`config.mk`:
```
export PLATFORM = sky130hd
export DESIGN_NAME = link_exchange_ctrl_flat
export DESIGN_NICKNAME = d
export VERILOG_FILES = /design/src/rtl/link_exchange_ctrl_if.sv /design/src/rtl/link_exchange_ctrl.sv /design/src/flat_wrapper.sv
export SDC_FILE = /design/constraint.sdc
export NUM_CORES = 1
export LEC_CHECK = 0
export ABC_AREA = 1
export ABC_CLOCK_PERIOD_IN_PS = 2340
export BUFFER_PORTS_ARGS = -buffer_cell sky130_fd_sc_hd__clkbuf_2
export CELL_PAD_IN_SITES_DETAIL_PLACEMENT = 0
export CELL_PAD_IN_SITES_GLOBAL_PLACEMENT = 1
export CORE_UTILIZATION = 42
export DETAILED_ROUTE_END_ITERATION = 6
export GPL_ROUTABILITY_DRIVEN = 0
export HOLD_SLACK_MARGIN = 0.02
export PLACE_DENSITY = 0.87
export REMOVE_ABC_BUFFERS = 1
export SLEW_MARGIN = 20
export SYNTH_ARGS = -nofsm -noshare
export SYNTH_HDL_FRONTEND = slang
export SYNTH_SLANG_ARGS = --single-unit
export TNS_END_PERCENT = 5
```
`constraint.sdc`:
```
create_clock -name clk_pixel_in -period 2.34 [get_ports clk_pixel_in]
set_input_delay 0.351 -clock clk_pixel_in [delete_from_list [all_inputs] [get_ports clk_pixel_in]]
set_output_delay 0.351 -clock clk_pixel_in [all_outputs]
set_load 0.02 [all_outputs]
```
`src/rtl/link_exchange_ctrl_if.sv`:
```
// Link exchange bus: frame/location inputs, SPI TX/RX handshake and the per-frame output pair.
// With LINK_STATS_EN defined the bus also carries the good/miss exchange totals.
interface link_exchange_ctrl_if #(
   parameter int LOC_WIDTH  = 20,
   parameter int DATA_WIDTH = 32
);
   logic                  frame_start_in;
   logic [LOC_WIDTH-1:0]  location_in;
   logic                  location_in_valid;
   logic                  tx_ready_in;
   logic                  tx_start_out;
   logic [LOC_WIDTH-1:0]  tx_data_out;
   logic                  tx_done_in;
   logic [DATA_WIDTH-1:0] rx_data_in;
   logic                  rx_valid_in;
   logic [LOC_WIDTH-1:0]  player_location_out;
   logic [DATA_WIDTH-1:0] opponent_data_out;
   logic                  data_out_valid;
   logic                  stale_out;
   logic                  link_up_out;
`ifdef LINK_STATS_EN
   logic [15:0]           good_count_out;
   logic [15:0]           miss_count_out;
`endif

   modport slave (
      input  frame_start_in, location_in, location_in_valid, tx_ready_in, tx_done_in,
             rx_data_in, rx_valid_in,
      output tx_start_out, tx_data_out, player_location_out, opponent_data_out,
             data_out_valid, stale_out, link_up_out
`ifdef LINK_STATS_EN
      , output good_count_out, miss_count_out
`endif
   );

   modport master (
      output frame_start_in, location_in, location_in_valid, tx_ready_in, tx_done_in,
             rx_data_in, rx_valid_in,
      input  tx_start_out, tx_data_out, player_location_out, opponent_data_out,
             data_out_valid, stale_out, link_up_out
`ifdef LINK_STATS_EN
      , input good_count_out, miss_count_out
`endif
   );
endinterface

```
`src/rtl/link_exchange_ctrl.sv`:
```
// Per-frame game-link scheduler: send local location, collect opponent record, deliver one aligned pair.
// Optional macro LINK_STATS_EN adds saturating good/miss totals on the bus.
module link_exchange_ctrl #(
   parameter int LOC_WIDTH      = 20,
   parameter int DATA_WIDTH     = 32,
   parameter int TIMEOUT_CYCLES = 200000,
   parameter int MISS_LIMIT     = 4,
   parameter int LOCK_COUNT     = 2
) (
   input  logic clk_pixel_in,
   input  logic rst_n_in,
   link_exchange_ctrl_if.slave lx
);
   localparam int TW = $clog2(TIMEOUT_CYCLES) + 1;
   localparam int GW = $clog2(LOCK_COUNT + 1);
   localparam int MW = $clog2(MISS_LIMIT + 1);
   localparam logic [TW-1:0] TMO_LAST = TW'(TIMEOUT_CYCLES - 1);
   localparam logic [GW-1:0] GOOD_SAT = GW'(LOCK_COUNT);
   localparam logic [MW-1:0] MISS_SAT = MW'(MISS_LIMIT);

   typedef enum logic [2:0] {IDLE, WAIT_LOC, SEND, WAIT_TXDONE, WAIT_RX, DELIVER} state_t;

   state_t                state_q, state_d;
   logic [LOC_WIDTH-1:0]  loc_q, tx_data_q, player_q;
   logic [DATA_WIDTH-1:0] rx_q, last_good_q, opp_q, rx_sel;
   logic                  rx_pending_q;
   logic [TW-1:0]         tmo_q;
   logic [GW-1:0]         good_cnt_q;
   logic [MW-1:0]         miss_cnt_q;
   logic                  tx_start_q, dov_q, stale_q, link_q;
   logic                  go_good, go_miss, overrun, tx_fire, clr_tmo, busy;

   // A record arriving on the deciding cycle is taken straight from the bus.
   assign rx_sel = lx.rx_valid_in ? lx.rx_data_in : rx_q;
   assign busy   = (state_q == WAIT_LOC) || (state_q == SEND) ||
                   (state_q == WAIT_TXDONE) || (state_q == WAIT_RX);

   always_ff @(posedge clk_pixel_in or negedge rst_n_in) begin
      if (!rst_n_in) state_q <= IDLE;
      else           state_q <= state_d;
   end

   always_comb begin
      state_d = state_q;
      go_good = 1'b0;
      go_miss = 1'b0;
      overrun = 1'b0;
      tx_fire = 1'b0;
      clr_tmo = 1'b0;
      if (busy && lx.frame_start_in) begin
         // New frame before this one delivered: abandon it and restart collection.
         overrun = 1'b1;
         state_d = WAIT_LOC;
      end else begin
         case (state_q)
            IDLE:        if (lx.frame_start_in) state_d = WAIT_LOC;
            WAIT_LOC:    if (lx.location_in_valid) state_d = SEND;
            SEND:        if (lx.tx_ready_in) begin
                            tx_fire = 1'b1;
                            state_d = WAIT_TXDONE;
                         end
            WAIT_TXDONE: if (lx.tx_done_in) begin
                            clr_tmo = 1'b1;
                            state_d = WAIT_RX;
                         end
            WAIT_RX:     if (rx_pending_q || lx.rx_valid_in) begin
                            go_good = 1'b1;
                            state_d = DELIVER;
                         end else if (tmo_q == TMO_LAST) begin
                            go_miss = 1'b1;
                            state_d = DELIVER;
                         end
            DELIVER:     state_d = IDLE;
            default:     state_d = IDLE;
         endcase
      end
   end

   always_ff @(posedge clk_pixel_in or negedge rst_n_in) begin
      if (!rst_n_in) begin
         loc_q      <= '0;
         tx_data_q  <= '0;
         tx_start_q <= 1'b0;
         tmo_q      <= '0;
      end else begin
         tx_start_q <= tx_fire;
         if (state_q == WAIT_LOC && state_d == SEND) loc_q <= lx.location_in;
         if (tx_fire) tx_data_q <= loc_q;
         if (clr_tmo) tmo_q <= '0;
         else if (state_q == WAIT_RX && tmo_q != {TW{1'b1}}) tmo_q <= tmo_q + 1'b1;
      end
   end

   // Early answers (before our TX completes) park here until WAIT_RX consumes them.
   always_ff @(posedge clk_pixel_in or negedge rst_n_in) begin
      if (!rst_n_in) begin
         rx_q         <= '0;
         rx_pending_q <= 1'b0;
      end else if (lx.rx_valid_in && state_q != IDLE) begin
         rx_q         <= lx.rx_data_in;
         rx_pending_q <= 1'b1;
      end else if (state_q == DELIVER) begin
         rx_pending_q <= 1'b0;
      end
   end

   always_ff @(posedge clk_pixel_in or negedge rst_n_in) begin
      if (!rst_n_in) begin
         dov_q       <= 1'b0;
         player_q    <= '0;
         opp_q       <= '0;
         last_good_q <= '0;
         stale_q     <= 1'b0;
         good_cnt_q  <= '0;
         miss_cnt_q  <= '0;
         link_q      <= 1'b0;
      end else begin
         dov_q <= go_good || go_miss;
         if (go_good || go_miss) player_q <= loc_q;
         if (go_good) begin
            opp_q       <= rx_sel;
            last_good_q <= rx_sel;
            stale_q     <= 1'b0;
            miss_cnt_q  <= '0;
            if (good_cnt_q != GOOD_SAT) good_cnt_q <= good_cnt_q + 1'b1;
         end else if (go_miss || overrun) begin
            if (go_miss) begin
               opp_q   <= last_good_q;
               stale_q <= 1'b1;
            end
            good_cnt_q <= '0;
            if (miss_cnt_q != MISS_SAT) miss_cnt_q <= miss_cnt_q + 1'b1;
         end
         // Follows the counters by one cycle, i.e. settles just after DELIVER.
         if (good_cnt_q == GOOD_SAT)      link_q <= 1'b1;
         else if (miss_cnt_q == MISS_SAT) link_q <= 1'b0;
      end
   end

`ifdef LINK_STATS_EN
   logic [15:0] stat_good_q, stat_miss_q;

   always_ff @(posedge clk_pixel_in or negedge rst_n_in) begin
      if (!rst_n_in) begin
         stat_good_q <= '0;
         stat_miss_q <= '0;
      end else begin
         if (go_good && stat_good_q != 16'hFFFF) stat_good_q <= stat_good_q + 16'd1;
         if ((go_miss || overrun) && stat_miss_q != 16'hFFFF) stat_miss_q <= stat_miss_q + 16'd1;
      end
   end

   assign lx.good_count_out = stat_good_q;
   assign lx.miss_count_out = stat_miss_q;
`endif

   assign lx.tx_start_out        = tx_start_q;
   assign lx.tx_data_out         = tx_data_q;
   assign lx.player_location_out = player_q;
   assign lx.opponent_data_out   = opp_q;
   assign lx.data_out_valid      = dov_q;
   assign lx.stale_out           = stale_q;
   assign lx.link_up_out         = link_q;
endmodule

```
`src/flat_wrapper.sv`:
```
// flat-port wrapper written by rule: the top's interface ports become plain ports
module link_exchange_ctrl_flat 
#(
   parameter int LOC_WIDTH      = 20,
   parameter int DATA_WIDTH     = 32,
   parameter int TIMEOUT_CYCLES = 200000,
   parameter int MISS_LIMIT     = 4,
   parameter int LOCK_COUNT     = 2
)
  (clk_pixel_in, rst_n_in, lx_frame_start_in, lx_location_in, lx_location_in_valid, lx_tx_ready_in, lx_tx_done_in, lx_rx_data_in, lx_rx_valid_in, lx_tx_start_out, lx_tx_data_out, lx_player_location_out, lx_opponent_data_out, lx_data_out_valid, lx_stale_out, lx_link_up_out);
  link_exchange_ctrl_if #(.LOC_WIDTH(LOC_WIDTH), .DATA_WIDTH(DATA_WIDTH)) lx_i ();
  input  logic clk_pixel_in;
  input  logic rst_n_in;
  input wire logic [$bits(lx_i.frame_start_in)-1:0] lx_frame_start_in;
  input wire logic [$bits(lx_i.location_in)-1:0] lx_location_in;
  input wire logic [$bits(lx_i.location_in_valid)-1:0] lx_location_in_valid;
  input wire logic [$bits(lx_i.tx_ready_in)-1:0] lx_tx_ready_in;
  input wire logic [$bits(lx_i.tx_done_in)-1:0] lx_tx_done_in;
  input wire logic [$bits(lx_i.rx_data_in)-1:0] lx_rx_data_in;
  input wire logic [$bits(lx_i.rx_valid_in)-1:0] lx_rx_valid_in;
  output wire logic [$bits(lx_i.tx_start_out)-1:0] lx_tx_start_out;
  output wire logic [$bits(lx_i.tx_data_out)-1:0] lx_tx_data_out;
  output wire logic [$bits(lx_i.player_location_out)-1:0] lx_player_location_out;
  output wire logic [$bits(lx_i.opponent_data_out)-1:0] lx_opponent_data_out;
  output wire logic [$bits(lx_i.data_out_valid)-1:0] lx_data_out_valid;
  output wire logic [$bits(lx_i.stale_out)-1:0] lx_stale_out;
  output wire logic [$bits(lx_i.link_up_out)-1:0] lx_link_up_out;
  assign lx_i.frame_start_in = lx_frame_start_in;
  assign lx_i.location_in = lx_location_in;
  assign lx_i.location_in_valid = lx_location_in_valid;
  assign lx_i.tx_ready_in = lx_tx_ready_in;
  assign lx_i.tx_done_in = lx_tx_done_in;
  assign lx_i.rx_data_in = lx_rx_data_in;
  assign lx_i.rx_valid_in = lx_rx_valid_in;
  assign lx_tx_start_out = lx_i.tx_start_out;
  assign lx_tx_data_out = lx_i.tx_data_out;
  assign lx_player_location_out = lx_i.player_location_out;
  assign lx_opponent_data_out = lx_i.opponent_data_out;
  assign lx_data_out_valid = lx_i.data_out_valid;
  assign lx_stale_out = lx_i.stale_out;
  assign lx_link_up_out = lx_i.link_up_out;
  link_exchange_ctrl #(.LOC_WIDTH(LOC_WIDTH), .DATA_WIDTH(DATA_WIDTH), .TIMEOUT_CYCLES(TIMEOUT_CYCLES), .MISS_LIMIT(MISS_LIMIT), .LOCK_COUNT(LOCK_COUNT)) u_core (.clk_pixel_in(clk_pixel_in), .rst_n_in(rst_n_in), .lx(lx_i));
endmodule
```
==> flow_metrics.env <==
export IMPL_status="completed"
export IMPL_yosysWarnings=0
export IMPL_fin_crit_sh_pct=85.2
export IMPL_overflow=0
export IMPL_required_ps=2650
export IMPL_worst_pin_slew_ps=612
export IMPL_timing_hold_ws_ps=165
export IMPL_ir_drop_mv=0.608
export IMPL_critPathSlowestCell="dfrtp_1"
export IMPL_dieArea_mm2=0.0201
export IMPL_drt_pass1_iter_count=5
export IMPL_hold_path_class="in2reg"
export IMPL_finalHoldViolations=0
export IMPL_core_area_mm2=0.0189
export IMPL_path_cells="ha_1 > nand2_1 > inv_2 > nand2_2 > nor2_2 > nand2_1 > nand2_1 > nand2_2 > buf_12 > nand2_1 > o21ai_1"
export IMPL_cts_tree="built"
export IMPL_ys_seq_area_share_pct=57.4
export IMPL_layout_drive_gt1_share_pct=22.3
export IMPL_fin_util_pct=51.4
export IMPL_io_buffers=134
export IMPL_route_detailed_drc=0
export IMPL_h_tree_depth=4
export IMPL_viasPerCell=4.64
export IMPL_rsz0062_at_grt="false"
export IMPL_die_h_um=142
export IMPL_min_period_ps=1990
export IMPL_ctsRootBufferMaster="clkbuf_16"
export IMPL_row_count=50
export IMPL_start_util_pct=43.4
export IMPL_clock_latency_ps=430
export IMPL_fmax_mhz=502
export IMPL_crit_path_frequent_cell="nand2_1"
export IMPL_synth_cell_types=30
export IMPL_p_leak_nw=5.12
export IMPL_synth_area_per_cell_um2=8.76
export IMPL_final_antenna_net_count=0
export IMPL_synth_area_leaders="dfrtp_1 (57%), nand2_1 (14%), o21ai_0 (4.0%)"
export IMPL_critPathLaunchType="register"
export IMPL_final_nets=1120
export IMPL_grt_pass1_wl_mm=29.0
export IMPL_maxCapViolCount=0
export IMPL_dr_total_vias=6166
export IMPL_cts_resized=0
export IMPL_drtIter0Drc=283
export IMPL_grt_total_usage_pct=18.2
export IMPL_r2r_slack_ps=350
export IMPL_max_stage_delay_ps=480
export IMPL_maxSlewHeadroom_pct=59.2
export IMPL_cts_sinks=188
export IMPL_syn_to_final_growth_pct=18.4
export IMPL_grt_pass1_vias=5783
export IMPL_path_clk_slew_ps=70
export IMPL_setup_viol=0
export IMPL_ios=135
export IMPL_crit_path_end_kind="register"
export IMPL_antenna_found_initial=0
export IMPL_wl_per_cell_um=12.8
export IMPL_fin_skew_ps=11.7
export IMPL_synth_area_leader_cell="dfrtp_1"
export IMPL_critPathKind="reg2reg"
export IMPL_power_density_mw_per_mm2=1250
export IMPL_synth_seq_cells=188
export IMPL_worstPathArrival_ps=2300
export IMPL_diodes=0
export IMPL_final_max_slew_viol_count=0
export IMPL_cts_buffers=17
export IMPL_dpl_hpwl_mm=11.5
export IMPL_path_max_fanout=47
export IMPL_grt_max_degree=71
export IMPL_routed_wl_mm=17.0
export IMPL_dieWidth_um=142
export IMPL_cts_max_path_buffers=2
export IMPL_syn_area_mm2=0.00820
export IMPL_synthCells=936
export IMPL_synth_top_area_share_pct=57.4
[Yosys cell counts]
cell type and n:
nand3_2 2, buf_1 1, a21oi_1 22, nor2_1 59, o21ai_1 49, nand4_1 9
nand2_2 5, clkbuf_2 1, inv_1 73, nor3_1 3, nor3_4 1, buf_2 20
ha_1 4, xor2_1 12, nand2_4 2, inv_2 10, o21ai_2 33, buf_6 8
nand3b_1 1, o21ai_0 65, nor2_4 1, nand2_1 310, a21boi_0 1, nor3_2 1
buf_4 4, dfrtp_1 188, nand3_1 35, a21oi_2 1, nor2_2 4, clkbuf_1 11
[registers in the layout, summed over array words and instances, names as in the netlist]
name                           flops
u_core.miss_cnt_q                  3
u_core.good_cnt_q                  2
u_core.lx.tx_start_out             1
u_core.last_good_q                32
u_core.lx.data_out_valid           1
u_core.lx.player_location_out     20
u_core.state_q                     3
u_core.lx.opponent_data_out       32
u_core.lx.stale_out                1
u_core.loc_q                      20
u_core.rx_q                       32
u_core.rx_pending_q                1
u_core.lx.tx_data_out             20
u_core.tmo_q                      19
u_core.lx.link_up_out              1
[worst max-delay path: cells and delay by family, from the launching register on]
kind                       cells  cell delay [ps]
DFF                            1              480
AOI/OAI and AO/OA              1               60
and+or+nand+nor                7              750
buffers and inverters          2              330
adders and majority gates      1              230
[final timing paths]
check                                             from                                end  cells after the start
min in group asynchronous                     rst_n_in           u_core.lx.tx_data_out[2]                      2
worst min-delay path                 lx_location_in[5]                    u_core.loc_q[5]                      3
max in group asynchronous                     rst_n_in             u_core.last_good_q[16]                      3
worst max-delay path                   u_core.tmo_q[0]  u_core.lx.player_location_out[12]                     11
worst min register to register  u_core.last_good_q[14]             u_core.last_good_q[14]                      2
worst max register to register         u_core.tmo_q[0]  u_core.lx.player_location_out[12]                     11
[kinds of logic after synthesis]
family,synth area share [%]
and+or+nand+nor,21.6
adders and majority gates,0.610
buffers and inverters,7.09
AOI/OAI and AO/OA,12.0
xor gates and xnor gates,1.28
DFF,57.4
[layer usage]
metal	vias up	track usage, %	routed length (um)
li1	3206	-	-
met5	-	0	0
met1	2836	25.2	8170
met3	19	3.75	673
met2	105	28.8	7980
met4	0	5.60	231
[what timing repair did]
action,4_1_cts,5_1_grt
hold buffers,1,0
buffers inserted,0,0
setup endpoints to repair,0,0
endpoints found under the hold margin,62,0
[layout by cell type, fill, tap and decap left out, types with 9 or more instances in the layout]
cell type | synthesis | routed
o21ai_2 | 33 | 33
nand2_1 | 310 | 309
clkbuf_16 | 0 | 17
a21oi_1 | 22 | 22
nor2_1 | 59 | 59
o21ai_0 | 65 | 65
o21ai_1 | 49 | 49
dfrtp_1 | 188 | 188
nand3_1 | 35 | 35
inv_1 | 73 | 73
clkbuf_2 | 1 | 133
xor2_1 | 12 | 12
nand4_1 | 9 | 9
inv_2 | 10 | 10
[cell type report]
type / count / area [um2]
fill: 1820 / 9180
sequential: 188 / 4700
multi-input combinational: 620 / 2920
timing repair buffer: 147 / 855
clock buffer: 17 / 425
tap: 260 / 325
inverter: 83 / 312
clock inverter: 15 / 170
[power breakdown]
part / switching (mW) / internal (mW) / leakage (nW)
Sequential: 0.766 / 4.60 / 2.35
Combinational: 2.56 / 1.35 / 2.49
Clock: 1.36 / 1.53 / 0.291
[through the flow]
step                power (mW)  setup TNS (ps)  setup slack, ps  cell area (um2)  instances
global placement          9.28               0              436             9100       1297
global route              13.1               0              128             9710       1330
floorplan                 7.96           -1610            -50.2             7930        891
detailed placement        9.39               0              356             9100       1297
finish                    12.2               0              347             9710       1330
CTS                       12.3               0              329             9710       1330
No activity file was read; power rests on OpenSTA's default activity.
